`src/rtl/rv32i_tb_pkg.sv`:
```
// Shared types and byte-enable helpers for the RV32I store monitor.
// Holds the FIFO entry layout and the legal-lane / lane-mask functions.
package rv32i_tb_pkg;

  typedef struct packed {
    logic [31:0] addr;
    logic [31:0] data;
  } store_event_t;

  localparam logic [31:0] WORD_MASK = 32'hFFFF_FFFC;

  // Only naturally aligned byte, halfword and word lane patterns are accepted.
  function automatic logic be_legal(input logic [3:0] be);
    logic ok;
    case (be)
      4'b0001, 4'b0010, 4'b0100, 4'b1000,
      4'b0011, 4'b1100, 4'b1111: ok = 1'b1;
      default:                   ok = 1'b0;
    endcase
    return ok;
  endfunction

  function automatic logic [31:0] mask_wdata(input logic [31:0] wdata,
                                             input logic [3:0]  be);
    logic [31:0] res;
    res = '0;
    for (int i = 0; i < 4; i++) begin
      if (be[i]) res[i*8 +: 8] = wdata[i*8 +: 8];
    end
    return res;
  endfunction

  function automatic logic [31:0] word_align(input logic [31:0] addr);
    return addr & WORD_MASK;
  endfunction

endpackage

```
`src/rtl/rv32i_event_fifo.sv`:
```
// Circular event FIFO, DEPTH entries, registered head (no write-through bypass).
// Push is refused when full unless a pop happens on the same edge.
module rv32i_event_fifo
  import rv32i_tb_pkg::*;
#(
  parameter int DEPTH = 4
) (
  input  logic                       clk,
  input  logic                       rst,
  input  logic                       push,
  input  store_event_t               push_data,
  input  logic                       pop,
  output store_event_t               head,
  output logic                       full,
  output logic                       empty,
  output logic [$clog2(DEPTH):0]     level
);

  localparam int PW = $clog2(DEPTH);

  store_event_t   mem [DEPTH];
  logic [PW-1:0]  wr_ptr;
  logic [PW-1:0]  rd_ptr;
  logic [PW:0]    cnt;
  logic           pop_ok;
  logic           push_ok;

  assign empty   = (cnt == '0);
  assign full    = (cnt == (PW+1)'(DEPTH));
  assign level   = cnt;
  assign pop_ok  = pop & ~empty;
  // A pop on the same edge frees the slot the push is about to take.
  assign push_ok = push & (~full | pop_ok);
  assign head    = mem[rd_ptr];

  always_ff @(posedge clk or posedge rst) begin
    if (rst) begin
      wr_ptr <= '0;
      rd_ptr <= '0;
      cnt    <= '0;
    end else begin
      if (push_ok) wr_ptr <= wr_ptr + 1'b1;
      if (pop_ok)  rd_ptr <= rd_ptr + 1'b1;
      case ({push_ok, pop_ok})
        2'b10:   cnt <= cnt + 1'b1;
        2'b01:   cnt <= cnt - 1'b1;
        default: cnt <= cnt;
      endcase
    end
  end

  always_ff @(posedge clk) begin
    if (push_ok) mem[wr_ptr] <= push_data;
  end

endmodule

```
`src/rtl/rv32i_store_monitor.sv`:
```
// Snoops accepted data-memory stores in an address window and queues masked events.
// One-edge capture latency; consumer stalls via store_ready_i, overflow drops are sticky.
module rv32i_store_monitor
  import rv32i_tb_pkg::*;
#(
  parameter int          DEPTH   = 4,
  parameter logic [31:0] ADDR_LO = 32'h0000_0000,
  parameter logic [31:0] ADDR_HI = 32'hFFFF_FFFF
) (
  input  logic                   clk_i,
  input  logic                   rst_i,
  input  logic                   enable_i,
  input  logic                   dmem_req_i,
  input  logic                   dmem_gnt_i,
  input  logic                   dmem_we_i,
  input  logic [31:0]            dmem_addr_i,
  input  logic [3:0]             dmem_be_i,
  input  logic [31:0]            dmem_wdata_i,
  input  logic                   store_ready_i,
  output logic                   store_valid_o,
  output logic [31:0]            store_addr_o,
  output logic [31:0]            store_data_o,
  output logic [$clog2(DEPTH):0] level_o,
  output logic                   overflow_o,
  output logic                   illegal_be_o,
  output logic [31:0]            store_count_o
);

  logic [31:0]  aligned;
  logic [32:0]  lo_diff;
  logic [32:0]  hi_diff;
  logic         in_window;
  logic         capture;
  logic         push_req;
  logic         push;
  logic         pop;
  logic         full;
  logic         empty;
  store_event_t push_data;
  store_event_t head;

  assign aligned = word_align(dmem_addr_i);

  // Window check by borrow bit keeps the compare free of constant-fold warnings
  // when the window spans the full address space.
  assign lo_diff   = {1'b0, aligned} - {1'b0, ADDR_LO};
  assign hi_diff   = {1'b0, ADDR_HI} - {1'b0, aligned};
  assign in_window = ~lo_diff[32] & ~hi_diff[32];

  assign capture   = enable_i & dmem_req_i & dmem_gnt_i & dmem_we_i & in_window;
  assign push_req  = capture & be_legal(dmem_be_i);
  assign pop       = store_valid_o & store_ready_i;
  assign push      = push_req & (~full | pop);

  assign push_data.addr = aligned;
  assign push_data.data = mask_wdata(dmem_wdata_i, dmem_be_i);

  rv32i_event_fifo #(
    .DEPTH (DEPTH)
  ) u_fifo (
    .clk       (clk_i),
    .rst       (rst_i),
    .push      (push),
    .push_data (push_data),
    .pop       (pop),
    .head      (head),
    .full      (full),
    .empty     (empty),
    .level     (level_o)
  );

  // Storage is not reset, so the head is forced to zero whenever nothing is buffered.
  assign store_valid_o = ~empty;
  assign store_addr_o  = empty ? 32'h0 : head.addr;
  assign store_data_o  = empty ? 32'h0 : head.data;

  always_ff @(posedge clk_i or posedge rst_i) begin
    if (rst_i) begin
      overflow_o    <= 1'b0;
      illegal_be_o  <= 1'b0;
      store_count_o <= '0;
    end else begin
      if (push_req & full & ~pop)               overflow_o   <= 1'b1;
      if (capture & ~be_legal(dmem_be_i))       illegal_be_o <= 1'b1;
      if (pop && (store_count_o != 32'hFFFF_FFFF)) store_count_o <= store_count_o + 32'd1;
    end
  end

endmodule
```
`config.mk`:
```
export PLATFORM = sky130hd
export DESIGN_NAME = rv32i_store_monitor
export DESIGN_NICKNAME = d
export VERILOG_FILES = /design/src/rtl/rv32i_tb_pkg.sv /design/src/rtl/rv32i_event_fifo.sv /design/src/rtl/rv32i_store_monitor.sv
export SDC_FILE = /design/constraint.sdc
export NUM_CORES = 1
export LEC_CHECK = 0
export CORE_MARGIN = 10
export CORE_UTILIZATION = 31
export DETAILED_ROUTE_END_ITERATION = 6
export PLACE_DENSITY = 0.63
export SETUP_SLACK_MARGIN = 0.2
export SLEW_MARGIN = 5
export SYNTH_ARGS = -nofsm -noshare
export SYNTH_HDL_FRONTEND = slang
export SYNTH_SLANG_ARGS = --single-unit
```
`constraint.sdc`:
```
create_clock -name clk_i -period 8.16 [get_ports clk_i]
set_input_delay 1.632 -clock clk_i [delete_from_list [all_inputs] [get_ports clk_i]]
set_output_delay 1.632 -clock clk_i [all_outputs]
set_load 0.005 [all_outputs]
```
==> flow_metrics.env, run 1 <==
export IMPL_holdCritStartpoint="overflow_o"
export IMPL_hold_worst_slack_ns=0.464
export IMPL_power_density_mw_per_mm2=300
export IMPL_hold_viol_final=0
export IMPL_fmax_ghz=0.199
export IMPL_clock_sinks=289
export IMPL_period_needed_ns=5.04
export IMPL_holdCritPathClass="flip-flop to flip-flop"
export IMPL_drc_errors=0
export IMPL_clk_latency_ns=0.51
export IMPL_crit_chain="buf_4, mux4_2, and2_1, clkdlybuf4s50_1"
export IMPL_grt_pass1_vias=6717
export IMPL_detail_route_iter0_violations=220
export IMPL_status="complete, no violations"
export IMPL_cts_tree="done"
export IMPL_setup_viol=0
export IMPL_place_congestion=0.767
export IMPL_worstSetupEndpointType="output pin"
export IMPL_final_nets=885
export IMPL_yosys_warnings=0
export IMPL_gr_total_overflow=0
export IMPL_rsz0062_at_grt="no"
export IMPL_ys_flop_type="edfxtp_1"
export IMPL_criticalPathCategory="flip-flop to output pin"
export IMPL_track_usage=0.116
export IMPL_fin_ws_ns=3.12
export IMPL_cp_slowest_stage_delay_ns=0.94
export IMPL_worstPathRequired_ns=6.53
export IMPL_dp_hpwl_um=15700
export IMPL_antenna_found_initial=3
export IMPL_layout_drive_gt1_share=0.157
export IMPL_ir_worst_vdd_uv=197
export IMPL_clockRootBuffer="clkbuf_16"
export IMPL_wire_per_inst_um=19.6
export IMPL_synth_edf_count=248
export IMPL_clk_pin_slew_ns=0.06
export IMPL_cts_hold_buf=0
export IMPL_grt_pass1_wl_um=40400
export IMPL_grt_start_max_net_pins=64
export IMPL_io_pins=177
export IMPL_timing_setup_tns_ns=0
export IMPL_port_buffers=172
export IMPL_clock_skew_ns=0.0130
export IMPL_wl_um=26200
export IMPL_hold_path_depth=1
export IMPL_synth_cell_area_sq_mm=0.0116
export IMPL_vias=6100
export IMPL_place_ws_ns=3.22
export IMPL_critPathMaxFanout=36
export IMPL_start_kind="flip-flop"
export IMPL_clockBufferDepth=3
export IMPL_max_cap_violations=0
export IMPL_yosysSeqAreaShare=0.727
export IMPL_critPathArrivalTime_ns=3.40
export IMPL_area_delta_synth_final_pct=28.8
export IMPL_cts_resized=0
export IMPL_cts_buffers=34
export IMPL_tightest_slew_ns=1.06
export IMPL_postCtsSetupBuffers=0
export IMPL_die_area_sq_mm=0.0457
export IMPL_async_reset_ff_frac=0.142
export IMPL_ff2ff_setup_slack_ns=5.71
export IMPL_dieHeight_um=214
export IMPL_synth_cell_types=41
export IMPL_relSlewSlack=0.291
export IMPL_ant_nets=0
export IMPL_critical_path_slowest_cell="dfrtp_4"
export IMPL_final_util=0.407
export IMPL_via_per_inst=4.58
export IMPL_initial_utilization=0.316
export IMPL_syn_instance_count=615
export IMPL_cp_startpoint="u_fifo.rd_ptr[0]"
export IMPL_drt_first_pass_iters=6
export IMPL_synth_seq_cells=289
export IMPL_r2r_start="u_fifo.level[2]"
export IMPL_power_uw=4510
export IMPL_leakagePower_uw=0.00508
export IMPL_syn_area_per_cell_sq_um=18.9
export IMPL_finalMaxSlewViolations=0
export IMPL_die_x_um=214
export IMPL_finalCritPeriodShare=0.617
export IMPL_core_area_sq_mm=0.0369
export IMPL_rr_worst_depth=3
export IMPL_num_rows=70
export IMPL_h_tree_depth=2
[cells in the mapped netlist (all sizes together), types with 2 or more instances]
| library cell | count | area (sq um) |
|---|---|---|
| dfrtp | 41 | 1030 |
| inv | 9 | 33.8 |
| nand4 | 15 | 100 |
| edfxtp | 248 | 7450 |
| xor2 | 14 | 123 |
| a21oi | 2 | 10.0 |
| nor2 | 8 | 32.5 |
| xnor2 | 23 | 201 |
| nor3 | 4 | 31.3 |
| nand3 | 11 | 55.1 |
| mux4 | 62 | 1400 |
| buf | 9 | 50.0 |
| and2 | 99 | 619 |
| nand2 | 12 | 45.0 |
| clkbuf | 15 | 56.3 |
| ha | 6 | 75.1 |
| o21ai | 2 | 10.0 |
| nor4 | 3 | 33.8 |
| mux2 | 2 | 22.5 |
| a31oi | 3 | 40.0 |
| a21o | 2 | 15.0 |
| mux2i | 2 | 20.0 |
| and3 | 6 | 37.5 |
| and4 | 8 | 71.3 |
[cells in the final DEF (no fill, tap or decap), drive strengths merged, types with 3 or more instances in the layout]
cell / count
xnor2: 23
dfrtp: 41
a31oi: 3
ha: 6
clkinv: 14
clkbuf: 42
nand2: 12
nand4: 15
and2: 99
mux4: 62
bufinv: 3
nand3: 11
xor2: 14
buf: 3
clkdlybuf4s50: 172
nor3: 4
nor4: 3
nor2: 8
edfxtp: 248
and4: 8
inv: 11
and3: 6
[layer usage]
layer	vias to the layer above	GRT usage	share of wire
li1	2783	-	-
met1	3103	0.150	0.44
met2	175	0.183	0.46
met3	35	0.0410	0.082
met4	4	0.0247	0.015
met5	-	0	0.0015
[power by group]
group	internal (uW)	total (uW)	leakage (uW)	switching, uW
registers	1660	1840	0.00279	181
logic	815	1230	0.00177	418
clock network	865	1430	0.000521	568
total	3340	4510	0.00508	1170
[state kept, by name, summed over array words and instances (netlist names)]
name	flops
illegal_be_o	1
overflow_o	1
u_fifo.wr_ptr	2
u_fifo.level	3
u_fifo.mem	248
store_count_o	32
u_fifo.rd_ptr	2
[logic make-up (layout without fill, tap and decap cells)]
group | Yosys count | count (layout) | synth area share
DFF | 289 | 289 | 0.727
other | 1 | 3 | 0.000322
muxes | 66 | 66 | 0.124
xor gates and xnor gates | 37 | 37 | 0.0278
AOI/OAI and AO/OA | 12 | 12 | 0.00978
adders and majority gates | 7 | 7 | 0.00816
buffers and inverters | 33 | 245 | 0.0120
and+or+nand+nor | 170 | 170 | 0.0909
[metrics by stage]
| step | area, sq um | instances |
|---|---|---|
| global route | 15000 | 1332 |
| global placement | 13900 | 1271 |
| floorplan | 11700 | 616 |
| detailed placement | 13900 | 1271 |
| finish | 15000 | 1333 |
| CTS | 15000 | 1332 |
[path summary, 6_finish.rpt]
path / endpoint
min: overflow_o
min in group asynchronous: store_count_o[6]
max reg2reg: u_fifo.mem[0][49]
min reg2reg: overflow_o
max in group asynchronous: u_fifo.rd_ptr[1]
max: store_addr_o[2]
[critical path: cells and delay by family, from the launching register on]
kind	cells	cell delay (ns)
flip-flops	1	0.94
AND/OR/NAND/NOR	1	0.17
multiplexers	1	0.57
buffers and inverters	2	1.20
[cell type report]
| class | instances | area [sq um] |
|---|---|---|
| fillers | 3381 | 21900 |
| flip-flops and latches | 289 | 8480 |
| multi-input cells | 294 | 3050 |
| repair buffers | 175 | 1740 |
| clock buffers | 42 | 881 |
| well taps | 504 | 631 |
| clock inverters | 19 | 180 |
| inverters | 9 | 33.8 |
| diodes | 1 | 2.50 |
(Power assumes the default switching activity.)
==> run 2, diff against run 1 <==
==> constraint.sdc (replaced) <==
create_clock -name clk_i -period 5.1 [get_ports clk_i]
set_input_delay 1.02 -clock clk_i [delete_from_list [all_inputs] [get_ports clk_i]]
set_output_delay 1.02 -clock clk_i [all_outputs]
set_load 0.005 [all_outputs]
==> run 2 against run 1 <==
Against the previous run:
- combinational power increased by 63%
- core utilization is 0.17 points higher
- critical endpoint is now store_addr_o[25]
- flip-flop and latch count unchanged
- critical path type unchanged
- largest cell class unchanged
- clock power is 53% higher
- highest routed layer unchanged
- power is 58% higher
==> flow_metrics.env, run 2 (synthesized netlist as in run 1, its figures left out) <==
export IMPL_grt_start_max_net_pins=64
export IMPL_hold_viol_final=0
export IMPL_cts_tree="done"
export IMPL_leakagePower_uw=0.00511
export IMPL_cp_startpoint="u_fifo.rd_ptr[0]"
export IMPL_start_kind="flip-flop"
export IMPL_vias=6167
export IMPL_via_per_inst=4.60
export IMPL_grt_pass1_wl_um=40300
export IMPL_clockRootBuffer="clkbuf_16"
export IMPL_cts_resized=0
export IMPL_hold_worst_slack_ns=0.479
export IMPL_cts_buffers=31
export IMPL_fin_ws_ns=1.03
export IMPL_initial_utilization=0.316
export IMPL_num_rows=70
export IMPL_clk_pin_slew_ns=0.06
export IMPL_criticalPathCategory="flip-flop to output pin"
export IMPL_regMostFlops="u_fifo.mem"
export IMPL_ant_nets=0
export IMPL_tightest_slew_ns=1.00
export IMPL_grt_pass1_vias=6581
export IMPL_die_x_um=214
export IMPL_final_cell_mix="edfxtp_1, clkdlybuf4s50_1, and2_1, mux4_2, dfrtp_1"
export IMPL_clk_latency_ns=0.54
export IMPL_clock_sinks=289
export IMPL_setup_viol=0
export IMPL_dieHeight_um=214
export IMPL_h_tree_depth=1
export IMPL_wire_per_inst_um=19.7
export IMPL_max_cap_violations=0
export IMPL_largest_register_ff_count=248
export IMPL_clockBufferDepth=3
export IMPL_fmax_ghz=0.246
export IMPL_status="complete, no violations"
export IMPL_core_area_sq_mm=0.0369
export IMPL_finalCritPeriodShare=0.797
export IMPL_timing_setup_tns_ns=0
export IMPL_finalMaxSlewViolations=0
export IMPL_postCtsSetupBuffers=0
export IMPL_holdCritStartpoint="illegal_be_o"
export IMPL_holdCritPathClass="flip-flop to flip-flop"
export IMPL_dp_hpwl_um=17200
export IMPL_worstSetupEndpointType="output pin"
export IMPL_power_density_mw_per_mm2=473
export IMPL_clock_skew_ns=0.00974
export IMPL_track_usage=0.115
export IMPL_drt_first_pass_iters=6
export IMPL_die_area_sq_mm=0.0457
export IMPL_antenna_found_initial=4
export IMPL_layout_drive_gt1_share=0.164
export IMPL_ir_worst_vdd_uv=243
export IMPL_final_nets=893
export IMPL_io_pins=177
export IMPL_critPathArrivalTime_ns=3.05
export IMPL_rsz0062_at_grt="no"
export IMPL_detail_route_iter0_violations=345
export IMPL_relSlewSlack=0.333
export IMPL_cts_hold_buf=0
export IMPL_gr_total_overflow=0
export IMPL_fillers=3343
export IMPL_wl_um=26500
export IMPL_worstPathRequired_ns=4.08
export IMPL_period_needed_ns=4.07
export IMPL_mostFrequentLayoutCell="edfxtp_1"
export IMPL_critPathMaxFanout=33
export IMPL_drc_errors=0
export IMPL_port_buffers=172
export IMPL_area_delta_synth_final_pct=29.3
export IMPL_place_ws_ns=0.868
export IMPL_r2r_start="u_fifo.level[0]"
export IMPL_place_congestion=0.771
[run 2: cell count changes in the layout (fill, tap and decap cells not counted)]
cell	delta
buf_4	+8
clkbuf_16	-3
buf_12	+3
diode_2	+1
clkinvlp_4	+2
clkinv_8	-1
inv_6	-1
clkinv_1	+1
bufinv_16	+1
clkinv_2	-2
[run 2: routing by layer]
layer | wire length (um) | track usage
met5 | 40 | 0
met4 | 425 | 0.0218
met3 | 2310 | 0.0410
met2 | 12500 | 0.185
met1 | 11200 | 0.147
[run 2: metrics by stage]
stage	power, uW	utilization	std cells	cell area [sq um]
after floorplan	3900	-	616	11700
after global placement	5050	0.381	1282	14100
after detailed placement	5050	0.381	1282	14100
after CTS	7270	0.408	1340	15100
after global routing	7490	0.408	1340	15100
final	7120	0.409	1342	15100
[run 2: worst max-delay path, stage by stage (launching register included)]
cell and delay (ns):
dfrtp_4 0.89, buf_4 0.40, mux4_2 0.56, and2_1 0.18
clkdlybuf4s50_1 0.45
[run 2: power breakdown]
| group | switching [uW] | leakage, uW | total [uW] | internal (uW) |
|---|---|---|---|---|
| clock | 872 | 0.000481 | 2190 | 1310 |
| sequential | 279 | 0.00279 | 2930 | 2650 |
| combinational | 683 | 0.00184 | 2000 | 1320 |
| total | 1830 | 0.00511 | 7120 | 5280 |
[run 2: path summary, 6_finish.rpt]
check                                   end  slack, ns  cells after the start
min in group asynchronous      illegal_be_o       0.91                      3
setup reg to reg            u_fifo.level[2]       2.74                      9
hold / removal                 illegal_be_o       0.48                      1
setup / recovery           store_addr_o[25]       1.03                      4
max in group asynchronous  u_fifo.rd_ptr[0]       3.78                      3
hold reg to reg                illegal_be_o       0.48                      1
[run 2: layout make-up]
class | instances | area, sq um | share of cell area
diodes | 2 | 5.00 | 0.000332
well taps | 504 | 631 | 0.0419
inverters | 9 | 33.8 | 0.00224
flip-flops and latches | 289 | 8480 | 0.563
clock inverters | 19 | 194 | 0.0129
repair buffers | 186 | 1860 | 0.124
multi-input cells | 294 | 3050 | 0.202
clock buffers | 39 | 806 | 0.0535
